==> config.mk <==
export PLATFORM = sky130hd
export DESIGN_NAME = serial_alu_ctrl
export DESIGN_NICKNAME = d
export VERILOG_FILES = /design/src/rtl/serial_alu_ctrl_pkg.sv /design/src/rtl/serial_alu_ctrl_bit_slice.sv /design/src/rtl/serial_alu_ctrl.sv
export SDC_FILE = /design/constraint.sdc
export NUM_CORES = 1
export LEC_CHECK = 0
export CORE_UTILIZATION = 56
export CTS_CLUSTER_SIZE = 40
export DETAILED_ROUTE_END_ITERATION = 6
export GPL_TIMING_DRIVEN = 0
export HOLD_SLACK_MARGIN = 0.06
export PLACE_DENSITY = 0.92
export RECOVER_POWER = 100
export SETUP_SLACK_MARGIN = 0.1
export SLEW_MARGIN = 20
export SYNTH_ARGS = -nofsm -noshare
export SYNTH_HDL_FRONTEND = slang
export SYNTH_SLANG_ARGS = --single-unit
export TNS_END_PERCENT = 20
==> constraint.sdc <==
create_clock -name clk -period 7.6 [get_ports clk]
set_input_delay 1.14 -clock clk [delete_from_list [all_inputs] [get_ports clk]]
set_output_delay 1.14 -clock clk [all_outputs]
set_load 0.02 [all_outputs]
==> src/rtl/serial_alu_ctrl_pkg.sv <==
// serial_alu_ctrl_pkg: op encodings, FSM state type and default width shared by serial_alu_ctrl (flags via SERIAL_ALU_FLAGS_EN)
package serial_alu_ctrl_pkg;
    localparam int DEFAULT_WIDTH = 16;
    localparam logic [1:0] OP_OR  = 2'd0;
    localparam logic [1:0] OP_ADD = 2'd1;
    localparam logic [1:0] OP_SUB = 2'd2;
    localparam logic [1:0] OP_SLT = 2'd3;
    typedef logic [1:0] state_t;
    localparam state_t S_IDLE = 2'd0;
    localparam state_t S_RUN  = 2'd1;
    localparam state_t S_DONE = 2'd2;
endpackage

==> src/rtl/serial_alu_ctrl_bit_slice.sv <==
// alu_bit_slice: combinational 1-bit OR/ADD/SUB slice; SUB and SLT invert b and rely on carry-in for the +1
module alu_bit_slice
    import serial_alu_ctrl_pkg::*;
(
    input  logic       a,
    input  logic       b,
    input  logic       ci,
    input  logic [1:0] op,
    output logic       r,
    output logic       co
);
    logic w_or;
    logic w_bx;
    assign w_or = (op == OP_OR);
    assign w_bx = (op == OP_SUB || op == OP_SLT) ? ~b : b;
    assign r    = w_or ? (a | b) : (a ^ w_bx ^ ci);
    assign co   = w_or ? 1'b0 : ((a & w_bx) | (ci & (a ^ w_bx)));
endmodule

==> src/rtl/serial_alu_ctrl.sv <==
// serial_alu_ctrl: bit-serial ALU controller, LSB first through one reused slice; SERIAL_ALU_FLAGS_EN adds zero/ovf outputs
module serial_alu_ctrl
    import serial_alu_ctrl_pkg::*;
#(
    parameter int WIDTH = DEFAULT_WIDTH
) (
    input  logic             clk,
    input  logic             rst,
    input  logic             start,
    input  logic [1:0]       op,
    input  logic [WIDTH-1:0] a,
    input  logic [WIDTH-1:0] b,
    output logic             ready,
    output logic             done,
    output logic [WIDTH-1:0] result,
    output logic             cout
`ifdef SERIAL_ALU_FLAGS_EN
    ,
    output logic             zero,
    output logic             ovf
`endif
);
    localparam int CW = $clog2(WIDTH);

    state_t           r_state;
    logic [CW-1:0]    r_cnt;
    logic             r_carry;
    logic [1:0]       r_op;
    logic [WIDTH-1:0] r_a;
    logic [WIDTH-1:0] r_b;
    logic [WIDTH-2:0] r_sum;
    logic [WIDTH-1:0] r_result;
    logic             r_cout;
    logic             w_r;
    logic             w_co;
    logic             w_last;
    logic             w_accept;
    logic [WIDTH-1:0] w_res_next;

    alu_bit_slice u_slice (
        .a  (r_a[r_cnt]),
        .b  (r_b[r_cnt]),
        .ci (r_carry),
        .op (r_op),
        .r  (w_r),
        .co (w_co)
    );

    assign ready      = (r_state == S_IDLE) || (r_state == S_DONE);
    assign done       = (r_state == S_DONE);
    assign result     = r_result;
    assign cout       = r_cout;
    assign w_accept   = ready && start;
    assign w_last     = (r_cnt == CW'(WIDTH - 1));
    // r_sum holds bits 0..WIDTH-2 by the final RUN cycle; the slice supplies the MSB live
    assign w_res_next = (r_op == OP_SLT) ? {{(WIDTH-1){1'b0}}, w_r} : {w_r, r_sum};

`ifdef SERIAL_ALU_FLAGS_EN
    logic r_zero;
    logic r_ovf;
    assign zero = r_zero;
    assign ovf  = r_ovf;
`endif

    always_ff @(posedge clk or posedge rst) begin
        if (rst) begin
            r_state  <= S_IDLE;
            r_cnt    <= '0;
            r_carry  <= 1'b0;
            r_op     <= OP_OR;
            r_a      <= '0;
            r_b      <= '0;
            r_sum    <= '0;
            r_result <= '0;
            r_cout   <= 1'b0;
`ifdef SERIAL_ALU_FLAGS_EN
            r_zero   <= 1'b0;
            r_ovf    <= 1'b0;
`endif
        end else if (w_accept) begin
            r_state <= S_RUN;
            r_cnt   <= '0;
            r_carry <= (op == OP_SUB) || (op == OP_SLT);
            r_op    <= op;
            r_a     <= a;
            r_b     <= b;
        end else if (r_state == S_RUN) begin
            r_cnt   <= r_cnt + 1'b1;
            r_carry <= w_co;
            r_sum   <= (r_sum >> 1) | ((WIDTH-1)'(w_r) << (WIDTH - 2));
            if (w_last) begin
                r_state  <= S_DONE;
                r_result <= w_res_next;
                r_cout   <= w_co;
`ifdef SERIAL_ALU_FLAGS_EN
                r_zero   <= (w_res_next == '0);
                // carry into MSB is r_carry, carry out is w_co
                r_ovf    <= ((r_op == OP_ADD) || (r_op == OP_SUB)) && (r_carry ^ w_co);
`endif
            end
        end else if (r_state == S_DONE) begin
            r_state <= S_IDLE;
        end
    end
endmodule

==> metrics.yaml <==
r2r-end: "result[15]$_DFFE_PP0P_"
clk_latency_ns: 0.35
syn_nets: 349
ant_nets: 0
cp_max_fo: 5
wirelength_mm: 6.71
synth_top_area_cell: "dfrtp_1"
crit_family: "buffers and inverters"
grt_usage: 0.262
p_per_area_nw_per_um2: 408
cp_slowest_cell: "dlygate4sd3_1"
grt_overflow_total: 0
cts_resized: 0
min-delay-start: "r_b[4]$_DFFE_PP0P_"
synth_top_area_share: 0.589
placed_cells: 436
layout-drive-gt1-share: 0.0654
synth_cell_types: 32
max_clock_freq_mhz: 366
setup_tns_ns: 0
io_buffers: 55
fill_cells: 330
multi_input_area_um2: 1180
crit_buf_inv: 2
synth_top_family_by_area: "simple AND/OR/NAND/NOR gates"
finalMaxSlewViolations: 0
crit_arrival_ns: 1.59
start_util: 0.596
synth.area.mux_share: 0.0674
critical_path_class: "reg -> out"
htreeDepth: 3
setup_viol: 0
die_area_um2: 5840
whs_endpoint: "r_b[4]$_DFFE_PP0P_"
grt_pass1_vias: 2502
tightest_slew_ns: 0.685
hold_buffers: 0
yosysSeqAreaShare: 0.589
fp.dieW_um: 76.4
finalHoldViolations: 0
avgRoutedWirePerCell_um: 14.8
grt_first_pass_wirelength_mm: 11.6
path_clk_slew_ns: 0.07
crit_start: "r_state[0]$_DFFE_PP0P_"
cp-end-kind: "output pin"
utilization: 0.761
postSynthAreaPerCell_um2: 10.0
synth_compound_area_frac: 0.0758
rsz0062_at_grt: "no"
synth-simple-area-share: 0.226
core_um2: 5200
stdcell_count: 452
hpwlAfterDp_mm: 4.69
fin_crit_sh: 0.360
die_h_um: 76.4
rr_startpoint: "r_cnt[1]$_DFFE_PP0P_"
rows: 26
cts.sinks: 73
drt_iter0_markers: 211
synth-warning-count: 0
grt_max_degree: 61
antennaDiodeCount: 0
clock_skew_ns: 0.00920
maxCapViolations: 0
path_cells: "inv_1 > dlygate4sd3_1"
synthAdderAreaFrac: 0.0105
hold_class: "reg -> reg"
dr.pass1.iters: 4
ys_top_cells_by_area: "dfrtp_1 (59%), nand2_1 (19%), a22o_1 (4.2%), mux4_1 (4.2%), mux4_2 (2.2%)"
ioPinCount: 56
synth_xor_xnor_area_share: 0.00282
syn_to_final_growth_pct: 27.6
syn-instance-count: 310
holdPathStages: 2
worstPathRequired_ns: 6.46
status: "finished, final reports clean"
post-route-min-period_ns: 2.73
cts_tree: "done"
postCtsSetupRepairBufs: 0
regArea_um2: 1830
antenna_found_initial: 0
ir_drop_mv: 0.229
numCtsBuffers: 9
reg2reg_slack_ns: 4.87
cpPeakStageDelay_ns: 0.68
nets: 416
critPathLaunchType: "flop"
yosys_register_bits: 73
root_buffer: "clkbuf_8"
gp_congestion: 0.747
relSlewSlack: 0.541
num_vias: 2444
synth_area_um2: 3100
clock_path_buffers: 2
rr_worst_depth: 8
viasPerCell: 5.41
drc: 0
leakagePower_nw: 1.98
==> cells in the mapped netlist (all sizes together) <==
master,n
o311ai,1
o21ai,5
xnor2,1
nand2,154
fa,1
dfrtp,73
clkbuf,16
a22oi,2
nor2,7
a22o,15
and3,1
a32o,1
ha,1
nand2b,1
and2,1
a31oi,1
a21oi,2
a31o,1
nand4,2
mux2i,1
inv,3
nand3b,1
nand3,3
mux4,8
o31ai,1
nor2b,4
o21a,1
buf,2
==> final cells by class <==
cell class / count / area share
buffer: 18 / 0.0190
clock buffer: 11 / 0.0357
clock inverter: 5 / 0.0139
inverter: 3 / 0.00316
multi-input combinational: 216 / 0.299
sequential: 73 / 0.461
tap: 70 / 0.0221
timing repair buffer: 56 / 0.146
==> cell families (layout without fill, tap and decap cells) <==
kind of cell               count (synthesis)  count (layout)
AOI/OAI and AO/OA                         30              30
xor gates and xnor gates                   1               1
adders and majority gates                  2               2
buffers and inverters                     21              93
DFF                                       73              73
muxes                                      9               9
and+or+nand+nor                          174             174
==> report_power, final <==
group	switching, W	internal (W)	leakage (nW)	total, W
combinational	0.000345	0.000299	0.959	0.000645
sequential	0.000108	0.000561	0.923	0.000668
clock	0.000142	0.000159	0.0953	0.000302
total	0.000595	0.00102	1.98	0.00161
==> registers in the layout (all words and copies together), names as in the netlist <==
| register | flops |
|---|---|
| r_a | 16 |
| r_b | 16 |
| result | 16 |
| r_sum | 15 |
| r_cnt | 4 |
| r_op | 2 |
| r_state | 2 |
| cout | 1 |
| r_carry | 1 |
==> how the worst max path moves through the flow <==
stage | endpoint | cells after the start
after CTS | result[15]$_DFFE_PP0P_ | 8
final | ready | 2
after detailed placement | r_a[6]$_DFFE_PP0P_ | 6
after global routing | result[15]$_DFFE_PP0P_ | 8
after global placement | result[7]$_DFFE_PP0P_ | 2
after floorplan | cout$_DFFE_PP0P_ | 1
==> stage by stage <==
step / cell area (um^2) / setup WS, ns / power (W) / hold WS [ns]
2_1_floorplan: 3100 / 4.61 / 0.00111 / 0.437
3_3_place_gp: 3740 / 3.55 / 0.00128 / 0.450
3_5_place_dp: 3770 / 4.77 / 0.00133 / 0.457
4_1_cts: 3970 / 4.92 / 0.00164 / 0.477
5_1_grt: 3960 / 4.75 / 0.00172 / 0.501
6_report: 3960 / 4.87 / 0.00161 / 0.473
==> worst min-delay path: stages (launching register included) <==
cell and delay, ns:
dfrtp_1 0.34, nand2_1 0.05, nand2_1 0.06
==> placed cells by master (no fill, tap or decap) <==
cell type | synthesis | final
dlygate4sd3_1 | 0 | 21
clkdlybuf4s50_1 | 0 | 34
o311ai_0 | 1 | 1
clkinvlp_2 | 0 | 1
xnor2_1 | 1 | 1
buf_6 | 1 | 1
nor2b_1 | 4 | 4
mux4_1 | 5 | 5
inv_1 | 3 | 2
a32o_1 | 1 | 1
clkinvlp_4 | 0 | 2
nand2b_1 | 1 | 1
buf_16 | 0 | 1
o31ai_1 | 1 | 1
nand4_1 | 2 | 2
clkinv_2 | 0 | 2
nand2_1 | 154 | 154
a31o_2 | 1 | 1
bufinv_16 | 0 | 1
nor2_1 | 7 | 7
nand3_1 | 2 | 2
ha_1 | 1 | 1
mux4_2 | 3 | 3
a22o_1 | 15 | 15
mux2i_1 | 1 | 1
nand3_2 | 1 | 1
a21oi_1 | 2 | 2
o21ai_0 | 5 | 5
and3_2 | 1 | 1
a31oi_1 | 1 | 1
nand3b_4 | 1 | 1
o21a_1 | 1 | 1
and2_1 | 1 | 1
fa_1 | 1 | 1
clkbuf_8 | 0 | 10
a22oi_1 | 1 | 2
dfrtp_1 | 73 | 73
clkbuf_1 | 16 | 18
==> per-layer routing <==
metal	vias to the layer above	GRT usage	wire length (um)
met4	0	0.142	195
met2	81	0.433	3420
met3	19	0.0335	297
met1	1188	0.339	2800
li1	1156	-	-
met5	-	0	0
(Power assumes the default switching activity.)
